**src/rtl/id_ex_reg_pkg.sv**
```systemverilog
// -----------------------------------------------------------------------------
// id_ex_reg_pkg
// Shared widths, record layouts and reset constants for the ID/EX pipeline
// register. The record is split into a control group and a data group so that
// each group maps onto one pipe_reg bank.
// -----------------------------------------------------------------------------
package id_ex_reg_pkg;

  localparam int DATA_W  = 16;
  localparam int ALUOP_W = 3;

  // Control bits travelling with the instruction.
  typedef struct packed {
    logic               reg_write;
    logic               alu_src;
    logic               mem_write;
    logic               mem_read;
    logic               reg_store;
    logic [ALUOP_W-1:0] alu_op;
  } ctrl_t;

  // Data fields travelling with the instruction.
  typedef struct packed {
    logic [DATA_W-1:0] pc_p2;
    logic [DATA_W-1:0] arg1;
    logic [DATA_W-1:0] arg2;
    logic [DATA_W-1:0] arg3;
    logic [DATA_W-1:0] imm;
    logic [DATA_W-1:0] rs1;
    logic [DATA_W-1:0] rs2;
    logic [DATA_W-1:0] rd;
  } data_t;

  localparam int CTRL_W     = $bits(ctrl_t);
  localparam int DATA_REC_W = $bits(data_t);

  // All-zero reset values per field kind.
  localparam logic               BIT_RST   = 1'b0;
  localparam logic [ALUOP_W-1:0] ALUOP_RST = 3'b000;
  localparam logic [DATA_W-1:0]  DATA_RST  = 16'h0000;

  localparam ctrl_t CTRL_RST = ctrl_t'({BIT_RST, BIT_RST, BIT_RST, BIT_RST,
                                        BIT_RST, ALUOP_RST});
  localparam data_t DREC_RST = data_t'({8{DATA_RST}});

endpackage

```
**src/rtl/id_ex_reg_if.sv**
```systemverilog
// -----------------------------------------------------------------------------
// id_ex_reg_if
// Bundle of the ID-side inputs (I*, RegWrite) and EX-side outputs (O*) of the
// ID/EX pipeline register.
//   master : drives I* and RegWrite, observes O*   (ID stage / testbench)
//   slave  : receives I* and RegWrite, drives O*   (id_ex_reg)
// -----------------------------------------------------------------------------
interface id_ex_reg_if;
  import id_ex_reg_pkg::*;

  logic               RegWrite;

  logic               IRegWrite, IALUSrc, IMemWrite, IMemRead, IRegStore;
  logic [ALUOP_W-1:0] IALUOP;
  logic [DATA_W-1:0]  IPCP2, I1stArg, I2ndArg, I3rdArg, IImm, IRs1, IRs2, IRd;

  logic               ORegWrite, OALUSrc, OMemWrite, OMemRead, ORegStore;
  logic [ALUOP_W-1:0] OALUOP;
  logic [DATA_W-1:0]  OPCP2, O1stArg, O2ndArg, O3rdArg, OImm, ORs1, ORs2, ORd;

  modport master (
    output RegWrite,
    output IRegWrite, IALUSrc, IMemWrite, IMemRead, IRegStore, IALUOP,
    output IPCP2, I1stArg, I2ndArg, I3rdArg, IImm, IRs1, IRs2, IRd,
    input  ORegWrite, OALUSrc, OMemWrite, OMemRead, ORegStore, OALUOP,
    input  OPCP2, O1stArg, O2ndArg, O3rdArg, OImm, ORs1, ORs2, ORd
  );

  modport slave (
    input  RegWrite,
    input  IRegWrite, IALUSrc, IMemWrite, IMemRead, IRegStore, IALUOP,
    input  IPCP2, I1stArg, I2ndArg, I3rdArg, IImm, IRs1, IRs2, IRd,
    output ORegWrite, OALUSrc, OMemWrite, OMemRead, ORegStore, OALUOP,
    output OPCP2, O1stArg, O2ndArg, O3rdArg, OImm, ORs1, ORs2, ORd
  );

endinterface

```
**src/rtl/id_ex_reg_pipe_reg.sv**
```systemverilog
// -----------------------------------------------------------------------------
// pipe_reg
// Enabled flip-flop bank with asynchronous active-low clear.
//   CLK   : rising-edge clock
//   Reset : asynchronous active-low clear to RST_VAL
//   en    : 1 = load d, 0 = hold
//   d / q : WIDTH-bit data in / registered data out
// -----------------------------------------------------------------------------
module pipe_reg #(
  parameter int               WIDTH   = 1,
  parameter logic [WIDTH-1:0] RST_VAL = {WIDTH{1'b0}}
) (
  input  logic             CLK,
  input  logic             Reset,
  input  logic             en,
  input  logic [WIDTH-1:0] d,
  output logic [WIDTH-1:0] q
);

  // Storage: async clear, otherwise load on enable or hold.
  always_ff @(posedge CLK or negedge Reset) begin
    if (!Reset) begin
      q <= RST_VAL;
    end else if (en) begin
      q <= d;
    end else begin
      q <= q;
    end
  end

endmodule

```
**src/rtl/id_ex_reg.sv**
```systemverilog
// -----------------------------------------------------------------------------
// id_ex_reg
// ID/EX pipeline register. Every I* field is captured into its O* twin on a
// rising CLK edge while RegWrite=1 and held while RegWrite=0. Reset (async,
// active-low) forces every output to zero.
//   CLK   : rising-edge clock
//   Reset : asynchronous active-low clear
//   bus   : id_ex_reg_if.slave (RegWrite, I* inputs, O* outputs)
// Both field groups share one enable, so the record is always loaded or held
// as a whole.
// -----------------------------------------------------------------------------
module id_ex_reg
  import id_ex_reg_pkg::*;
(
  input  logic         CLK,
  input  logic         Reset,
  id_ex_reg_if.slave   bus
);

  ctrl_t ctrl_d, ctrl_q;
  data_t data_d, data_q;

  assign ctrl_d.reg_write = bus.IRegWrite;
  assign ctrl_d.alu_src   = bus.IALUSrc;
  assign ctrl_d.mem_write = bus.IMemWrite;
  assign ctrl_d.mem_read  = bus.IMemRead;
  assign ctrl_d.reg_store = bus.IRegStore;
  assign ctrl_d.alu_op    = bus.IALUOP;

  assign data_d.pc_p2 = bus.IPCP2;
  assign data_d.arg1  = bus.I1stArg;
  assign data_d.arg2  = bus.I2ndArg;
  assign data_d.arg3  = bus.I3rdArg;
  assign data_d.imm   = bus.IImm;
  assign data_d.rs1   = bus.IRs1;
  assign data_d.rs2   = bus.IRs2;
  assign data_d.rd    = bus.IRd;

  pipe_reg #(
    .WIDTH   (CTRL_W),
    .RST_VAL (CTRL_RST)
  ) u_ctrl (
    .CLK   (CLK),
    .Reset (Reset),
    .en    (bus.RegWrite),
    .d     (ctrl_d),
    .q     (ctrl_q)
  );

  pipe_reg #(
    .WIDTH   (DATA_REC_W),
    .RST_VAL (DREC_RST)
  ) u_data (
    .CLK   (CLK),
    .Reset (Reset),
    .en    (bus.RegWrite),
    .d     (data_d),
    .q     (data_q)
  );

  // Outputs come straight from the flops: no input-to-output path.
  assign bus.ORegWrite = ctrl_q.reg_write;
  assign bus.OALUSrc   = ctrl_q.alu_src;
  assign bus.OMemWrite = ctrl_q.mem_write;
  assign bus.OMemRead  = ctrl_q.mem_read;
  assign bus.ORegStore = ctrl_q.reg_store;
  assign bus.OALUOP    = ctrl_q.alu_op;

  assign bus.OPCP2   = data_q.pc_p2;
  assign bus.O1stArg = data_q.arg1;
  assign bus.O2ndArg = data_q.arg2;
  assign bus.O3rdArg = data_q.arg3;
  assign bus.OImm    = data_q.imm;
  assign bus.ORs1    = data_q.rs1;
  assign bus.ORs2    = data_q.rs2;
  assign bus.ORd     = data_q.rd;

endmodule

```
**src/flat_wrapper.sv**
```systemverilog
// flat-port wrapper written by rule: the top's interface ports become plain ports
module id_ex_reg_flat import id_ex_reg_pkg::*;
  (CLK, Reset, bus_RegWrite, bus_IRegWrite, bus_IALUSrc, bus_IMemWrite, bus_IMemRead, bus_IRegStore, bus_IALUOP, bus_IPCP2, bus_I1stArg, bus_I2ndArg, bus_I3rdArg, bus_IImm, bus_IRs1, bus_IRs2, bus_IRd, bus_ORegWrite, bus_OALUSrc, bus_OMemWrite, bus_OMemRead, bus_ORegStore, bus_OALUOP, bus_OPCP2, bus_O1stArg, bus_O2ndArg, bus_O3rdArg, bus_OImm, bus_ORs1, bus_ORs2, bus_ORd);
  id_ex_reg_if bus_i ();
  input  logic CLK;
  input  logic Reset;
  input wire logic [$bits(bus_i.RegWrite)-1:0] bus_RegWrite;
  input wire logic [$bits(bus_i.IRegWrite)-1:0] bus_IRegWrite;
  input wire logic [$bits(bus_i.IALUSrc)-1:0] bus_IALUSrc;
  input wire logic [$bits(bus_i.IMemWrite)-1:0] bus_IMemWrite;
  input wire logic [$bits(bus_i.IMemRead)-1:0] bus_IMemRead;
  input wire logic [$bits(bus_i.IRegStore)-1:0] bus_IRegStore;
  input wire logic [$bits(bus_i.IALUOP)-1:0] bus_IALUOP;
  input wire logic [$bits(bus_i.IPCP2)-1:0] bus_IPCP2;
  input wire logic [$bits(bus_i.I1stArg)-1:0] bus_I1stArg;
  input wire logic [$bits(bus_i.I2ndArg)-1:0] bus_I2ndArg;
  input wire logic [$bits(bus_i.I3rdArg)-1:0] bus_I3rdArg;
  input wire logic [$bits(bus_i.IImm)-1:0] bus_IImm;
  input wire logic [$bits(bus_i.IRs1)-1:0] bus_IRs1;
  input wire logic [$bits(bus_i.IRs2)-1:0] bus_IRs2;
  input wire logic [$bits(bus_i.IRd)-1:0] bus_IRd;
  output wire logic [$bits(bus_i.ORegWrite)-1:0] bus_ORegWrite;
  output wire logic [$bits(bus_i.OALUSrc)-1:0] bus_OALUSrc;
  output wire logic [$bits(bus_i.OMemWrite)-1:0] bus_OMemWrite;
  output wire logic [$bits(bus_i.OMemRead)-1:0] bus_OMemRead;
  output wire logic [$bits(bus_i.ORegStore)-1:0] bus_ORegStore;
  output wire logic [$bits(bus_i.OALUOP)-1:0] bus_OALUOP;
  output wire logic [$bits(bus_i.OPCP2)-1:0] bus_OPCP2;
  output wire logic [$bits(bus_i.O1stArg)-1:0] bus_O1stArg;
  output wire logic [$bits(bus_i.O2ndArg)-1:0] bus_O2ndArg;
  output wire logic [$bits(bus_i.O3rdArg)-1:0] bus_O3rdArg;
  output wire logic [$bits(bus_i.OImm)-1:0] bus_OImm;
  output wire logic [$bits(bus_i.ORs1)-1:0] bus_ORs1;
  output wire logic [$bits(bus_i.ORs2)-1:0] bus_ORs2;
  output wire logic [$bits(bus_i.ORd)-1:0] bus_ORd;
  assign bus_i.RegWrite = bus_RegWrite;
  assign bus_i.IRegWrite = bus_IRegWrite;
  assign bus_i.IALUSrc = bus_IALUSrc;
  assign bus_i.IMemWrite = bus_IMemWrite;
  assign bus_i.IMemRead = bus_IMemRead;
  assign bus_i.IRegStore = bus_IRegStore;
  assign bus_i.IALUOP = bus_IALUOP;
  assign bus_i.IPCP2 = bus_IPCP2;
  assign bus_i.I1stArg = bus_I1stArg;
  assign bus_i.I2ndArg = bus_I2ndArg;
  assign bus_i.I3rdArg = bus_I3rdArg;
  assign bus_i.IImm = bus_IImm;
  assign bus_i.IRs1 = bus_IRs1;
  assign bus_i.IRs2 = bus_IRs2;
  assign bus_i.IRd = bus_IRd;
  assign bus_ORegWrite = bus_i.ORegWrite;
  assign bus_OALUSrc = bus_i.OALUSrc;
  assign bus_OMemWrite = bus_i.OMemWrite;
  assign bus_OMemRead = bus_i.OMemRead;
  assign bus_ORegStore = bus_i.ORegStore;
  assign bus_OALUOP = bus_i.OALUOP;
  assign bus_OPCP2 = bus_i.OPCP2;
  assign bus_O1stArg = bus_i.O1stArg;
  assign bus_O2ndArg = bus_i.O2ndArg;
  assign bus_O3rdArg = bus_i.O3rdArg;
  assign bus_OImm = bus_i.OImm;
  assign bus_ORs1 = bus_i.ORs1;
  assign bus_ORs2 = bus_i.ORs2;
  assign bus_ORd = bus_i.ORd;
  id_ex_reg u_core (.CLK(CLK), .Reset(Reset), .bus(bus_i));
endmodule
```
**config.mk**
```make
export PLATFORM = sky130hd
export DESIGN_NAME = id_ex_reg_flat
export DESIGN_NICKNAME = d
export VERILOG_FILES = /design/src/rtl/id_ex_reg_pkg.sv /design/src/rtl/id_ex_reg_if.sv /design/src/rtl/id_ex_reg_pipe_reg.sv /design/src/rtl/id_ex_reg.sv /design/src/flat_wrapper.sv
export SDC_FILE = /design/constraint.sdc
export NUM_CORES = 1
export LEC_CHECK = 0
export ABC_AREA = 0
export BUFFER_PORTS_ARGS = -buffer_cell sky130_fd_sc_hd__buf_2
export CAP_MARGIN = 20
export CELL_PAD_IN_SITES_DETAIL_PLACEMENT = 0
export CELL_PAD_IN_SITES_GLOBAL_PLACEMENT = 2
export CORE_UTILIZATION = 29
export CTS_BUF_LIST = sky130_fd_sc_hd__clkbuf_8 sky130_fd_sc_hd__clkbuf_16
export CTS_CLUSTER_DIAMETER = 60
export CTS_CLUSTER_SIZE = 30
export DETAILED_ROUTE_END_ITERATION = 10
export PLACE_DENSITY = 0.83
export SETUP_SLACK_MARGIN = 0.5
export SLEW_MARGIN = 0
export SYNTH_ARGS = -nofsm -noshare
export SYNTH_HDL_FRONTEND = slang
export SYNTH_SLANG_ARGS = --single-unit
```
**constraint.sdc**
```tcl
create_clock -name CLK -period 0.9 [get_ports CLK]
set_input_delay 0.18 -clock CLK [delete_from_list [all_inputs] [get_ports CLK]]
set_output_delay 0.18 -clock CLK [all_outputs]
set_load 0.02 [all_outputs]
```
After elaboration in Yosys (flattened, before gate mapping)

Cells that the tools add are included.

Register bits: 136
Word-level logic and storage cells: 2
Output and inout bits: 136

Longest topological paths before layout

Depth after elaboration: 0
Mapped depth: 4

Hierarchy

Synthesis repeated with hierarchy kept, for this count alone.

Cell total of the unflattened synthesis: 287
Area total of the unflattened synthesis: 5153.7 µm²

Modules (own cells, without submodules):

| module                    | area an instance (µm²) | cells an instance | sequential area each (µm²) | times used |
|---|---|---|---|---|
| pipe_reg at u_core.u_data | 4822.1                 | 270               | 3203.1                     | 1 |
| pipe_reg at u_core.u_ctrl | 331.6                  | 17                | 200.2                      | 1 |

Worst setup path before layout

No wires, ideal clock.

Kind: input port to flip-flop
Start point: input bus_RegWrite
End point: register u_core.u_ctrl.q[0]
Cell stages on the path: 4
Setup slack: -100 ps
Arrival time: 875 ps
Library setup time: 125 ps
Cell sequence: buf_6 -> buf_6 -> buf_6 -> mux2_4

RTL lines:

| item                 | line                     | source |
|---|---|---|
| start, declared      | flat_wrapper.sv:7        | `input wire logic [$bits(bus_i.RegWrite)-1:0] bus_RegWrite;` |
| end signal, assigned | id_ex_reg_pipe_reg.sv:27 | `q <= q;` |
| end, declared        | id_ex_reg_pipe_reg.sv:17 | `output logic [WIDTH-1:0] q` |

No word-level cell between the ends.

Worst setup path in the final report

Start point: register u_core.u_data.q[127]
End point: output bus_OPCP2[15]

RTL lines:

| item                   | line                     | source |
|---|---|---|
| start, declared        | id_ex_reg_pipe_reg.sv:17 |  |
| start signal, assigned | id_ex_reg_pipe_reg.sv:27 |  |
| end, declared          | flat_wrapper.sv:28       | `output wire logic [$bits(bus_i.OPCP2)-1:0] bus_OPCP2;` |

No word-level cell between the ends.

==> impl_results.html <==
<table>
<tr><th>Metric</th><th>Value</th></tr>
<tr><th colspan="2">Worst setup path</th></tr>
<tr><td>Buf/Inv on CP</td><td>1</td></tr>
<tr><td>Critical Path Slowest Stage Cell</td><td>dfrtp_2</td></tr>
<tr><td>R2r startpoint</td><td>u_core.u_data.q[86]$_DFFE_PN0P_</td></tr>
<tr><td>Critical-path cell list</td><td>buf_6</td></tr>
<tr><td>Launch point of the worst path</td><td>u_core.u_data.q[127]$_DFFE_PN0P_</td></tr>
<tr><td>Worst endpoint required time</td><td>0.72 ns</td></tr>
<tr><td>Slowest stage delay, CP</td><td>0.42 ns</td></tr>
<tr><td>Sort of element at the start of the critical path</td><td>flip-flop</td></tr>
<tr><td>Maximum net fanout on the critical path</td><td>2</td></tr>
<tr><td>Worst path top cell family by delay</td><td>flip-flops</td></tr>
<tr><td>Setup crit end kind</td><td>output pin</td></tr>
<tr><td>Critical path start-end classification</td><td>flip-flop to output pin</td></tr>
<tr><td>Arrival time reported for the critical path endpoint</td><td>0.97 ns</td></tr>
<tr><th colspan="2">STA</th></tr>
<tr><td>Fmax</td><td>0.8727 GHz</td></tr>
<tr><td>Final Hold Fails</td><td>141</td></tr>
<tr><td>Worst slew margin relative to its limit</td><td>0.8453</td></tr>
<tr><td>Final Hold Slack</td><td>-0.3838 ns</td></tr>
<tr><td>Final Setup Violations</td><td>148</td></tr>
<tr><td>Slew @ Worst Pin</td><td>0.2321 ns</td></tr>
<tr><td>Min cycle time layout</td><td>1.146 ns</td></tr>
<tr><td>Final Skew</td><td>0 ns</td></tr>
<tr><td>Setup WS post-layout</td><td>-0.2459 ns</td></tr>
<tr><td>Setup repair after global routing missed its margin</td><td>yes</td></tr>
<tr><td>Final setup TNS</td><td>-30.76 ns</td></tr>
<tr><td>Final worst-path cycle share</td><td>1.273</td></tr>
<tr><td>Final Slew Violations</td><td>0</td></tr>
<tr><th colspan="2">Route</th></tr>
<tr><td>DRC violations left</td><td>0</td></tr>
<tr><td>Total detailed-routing wirelength</td><td>13340 µm</td></tr>
<tr><td>Detailed-routing iteration count for the pre-antenna-repair pass</td><td>4</td></tr>
<tr><td>First-iteration detailed-routing DRC count</td><td>72</td></tr>
<tr><td>Antenna-violating nets left</td><td>0</td></tr>
<tr><td>Vias after detailed routing</td><td>3632</td></tr>
<tr><td>Routed length per instance</td><td>15.63 µm</td></tr>
<tr><td>Vias/cell</td><td>4.258</td></tr>
<tr><th colspan="2">Power and ir drop</th></tr>
<tr><td>Clock power frac</td><td>0.390</td></tr>
<tr><td>Power per cell area</td><td>2066 nW/µm²</td></tr>
<tr><td>Share of power burned in registers</td><td>0.394</td></tr>
<tr><td>Int Power</td><td>13.89 mW</td></tr>
<tr><td>Logic gate share of total power</td><td>0.216</td></tr>
<tr><td>Total power</td><td>18.49 mW</td></tr>
<tr><td>Peak VDD IR</td><td>1213 µV</td></tr>
<tr><td>Switching power summed over all nets</td><td>4.600 mW</td></tr>
<tr><td>Switching portion of total power</td><td>0.2488</td></tr>
<tr><td>Standby leakage power</td><td>4.246 nW</td></tr>
<tr><th colspan="2">Synth</th></tr>
<tr><td>Ranking of synthesized cells by area</td><td>dfrtp_1 65%, mux2_2 21%, mux2_4 12%</td></tr>
<tr><td>Post-synthesis sequential element count</td><td>136</td></tr>
<tr><td>Most used DFF post-synth</td><td>dfrtp_1</td></tr>
<tr><td>Most instantiated library cell after synthesis</td><td>dfrtp_1</td></tr>
<tr><td>Portion of the post-synthesis area used by sequential elements</td><td>0.6548</td></tr>
<tr><td>Number of enable-type register cells in the synthesized netlist</td><td>0</td></tr>
<tr><td>Synth Area in XOR/XNOR</td><td>0</td></tr>
<tr><td>Multiplexer share of the synthesized area</td><td>0.3235</td></tr>
<tr><td>Number of warnings issued by yosys</td><td>0</td></tr>
<tr><td>Asr flop ratio synth</td><td>1.000</td></tr>
<tr><td>Basic-gate share of the synthesized area counting and, or, nand and nor cells</td><td>0</td></tr>
<tr><td>Combinational family with the most area after synthesis</td><td>multiplexers</td></tr>
<tr><td>Cell taking the most area after synthesis</td><td>dfrtp_1</td></tr>
<tr><td>Share of synthesized cell area in full adder, half adder and majority cells</td><td>0</td></tr>
<tr><td>Synth Area per Inst</td><td>18.11 µm²</td></tr>
<tr><td>Compound-Gate Fraction of Synth Area</td><td>0</td></tr>
<tr><td>Top-area cell type share of the netlist area</td><td>0.6548</td></tr>
<tr><td>Post-synth cell types</td><td>5</td></tr>
<tr><td>Top cell types by occurrence after synthesis</td><td>136 x dfrtp_1, 96 x mux2_2, 40 x mux2_4</td></tr>
<tr><td>Gate Count Post-Synth</td><td>287</td></tr>
<tr><td>Syn nets</td><td>426</td></tr>
<tr><td>Total standard cell area after synthesis</td><td>5197 µm²</td></tr>
<tr><th colspan="2">Floorplan</th></tr>
<tr><td>Area of the core</td><td>17420 µm²</td></tr>
<tr><td>Die height</td><td>135.9 µm</td></tr>
<tr><td>Io pins</td><td>275</td></tr>
<tr><td>Core Rows</td><td>48</td></tr>
<tr><td>Initial Util</td><td>0.2984</td></tr>
<tr><td>Die X</td><td>135.9 µm</td></tr>
<tr><td>DIE AREA</td><td>18460 µm²</td></tr>
<tr><th colspan="2">Place</th></tr>
<tr><td>Detailed-placement wirelength estimate</td><td>9415 µm</td></tr>
<tr><td>Place WS</td><td>-0.1892 ns</td></tr>
<tr><td>PortBufs</td><td>274</td></tr>
<tr><td>Post-detailed-placement cell area</td><td>7091 µm²</td></tr>
<tr><td>Placer Congestion</td><td>0.7185</td></tr>
<tr><th colspan="2">Layout</th></tr>
<tr><td>Final layout net count</td><td>753</td></tr>
<tr><td>Share of layout cells above drive strength 1</td><td>0.9282</td></tr>
<tr><td>Fillcell total</td><td>1473</td></tr>
<tr><td>Area grow syn2layout</td><td>72.15%</td></tr>
<tr><td>Cell area after layout</td><td>8947 µm²</td></tr>
<tr><th colspan="2">Global route</th></tr>
<tr><td>Grt ovf</td><td>0</td></tr>
<tr><td>First-pass GRT wire length</td><td>20170 µm</td></tr>
<tr><td>Total global-route track usage</td><td>0.1458</td></tr>
<tr><td>Maximum number of pins on one net before global-route repair</td><td>32</td></tr>
<tr><td>Number of antenna violations at the first check in global routing</td><td>1</td></tr>
<tr><td>Via count of the first global-routing pass</td><td>3954</td></tr>
<tr><th colspan="2">Status</th></tr>
<tr><td>Failing checks</td><td>negative hold slack, negative setup slack</td></tr>
<tr><td>Status</td><td>finished with violations</td></tr>
<tr><th colspan="2">Clocking</th></tr>
<tr><td>Number of buffers added by the clock tree synthesis step</td><td>17</td></tr>
<tr><td>Clock sink count</td><td>136</td></tr>
<tr><td>Clock Latency Late Sink</td><td>0.41 ns</td></tr>
<tr><td>Number of H-tree branching levels</td><td>4</td></tr>
<tr><td>Clock Tree Root</td><td>clkbuf_16</td></tr>
<tr><td>Clock tree from TritonCTS</td><td>yes</td></tr>
<tr><td>Maximum number of buffers from clock root to sink</td><td>2</td></tr>
<tr><td>Clock transition at the registers of the reported paths</td><td>0.06 ns</td></tr>
<tr><th colspan="2">Run</th></tr>
<tr><td>Number of maximum-capacitance violations</td><td>0</td></tr>
<tr><th colspan="2">Min path</th></tr>
<tr><td>Kind of path behind the tightest hold check</td><td>input pin to async pin</td></tr>
</table>
## timing repair
action	4_1_cts	5_1_grt
endpoints found under the hold margin	268	252
gates resized for setup	277	32
endpoints found under the setup margin	272	272
setup buffers	18	15
## through the flow
step / instances / util
floorplan: 287 / -
global placement: 787 / 0.4071
detailed placement: 787 / 0.4071
CTS: 837 / 0.5002
global route: 853 / 0.5137
finish: 853 / 0.5137
## area by class of cell
type	instances	area [µm²]	share of cell area
sequential	136	3523	0.3938
timing repair buffer	323	2789	0.3117
multi-input combinational	136	1734	0.1938
clock buffer	19	452.9	0.05062
tap	225	281.5	0.03146
clock inverter	13	163.9	0.01832
antenna	1	2.502	0.0002797
## sequential cells by signal, indices dropped and copies added, names as in the netlist
register and cells:
u_core.u_ctrl.q 8, u_core.u_data.q 128
## cell usage in the layout, fill, tap and decap left out
cell type,n
clkbuf_8,2
inv_1,5
clkinv_2,2
buf_12,8
mux2_4,54
dfrtp_1,40
dfrtp_2,96
bufinv_16,4
buf_6,161
diode_2,1
clkbuf_16,17
clkinvlp_4,2
mux2_2,82
buf_2,136
buf_4,18
## final timing paths
check | slack, ns | depth (start not counted) | end
min in group CLK | 0 | 2 | u_core.u_data.q[121]$_DFFE_PN0P_
min reg2reg | 0.52 | 1 | u_core.u_data.q[50]$_DFFE_PN0P_
min | -0.38 | 1 | u_core.u_data.q[94]$_DFFE_PN0P_
max | -0.25 | 1 | bus_OPCP2[15]
max reg2reg | -0.12 | 3 | u_core.u_data.q[86]$_DFFE_PN0P_
max in group asynchronous | 0.84 | 2 | u_core.u_data.q[43]$_DFFE_PN0P_
## layer usage
layer  vias up  GRT usage  routed length (µm)  part of all wire
met2       157     0.2466                6839              0.51
li1       1667          -                   -                 -
met4         0    0.08642                 493             0.037
met5         -          0                   0                 0
met1      1769     0.1577                5089              0.38
met3        39    0.04996                 912             0.068
## power groups by stage
stage | sequential (mW) | clock (mW) | combinational (mW)
after floorplan | 8.00 | 0 | 0.893
after global placement | 7.19 | 0 | 2.92
after detailed placement | 7.21 | 0 | 2.97
after CTS | 7.27 | 7.41 | 3.84
after global routing | 7.36 | 7.72 | 4.22
final | 7.29 | 7.20 | 3.99
## cell families (layout without fill, tap and decap cells)
group / after synthesis / in the layout
flops: 136 / 136
other cells: 0 / 1
mux: 136 / 136
buf+inv: 15 / 355
Power figures use the tool's default switching activity.
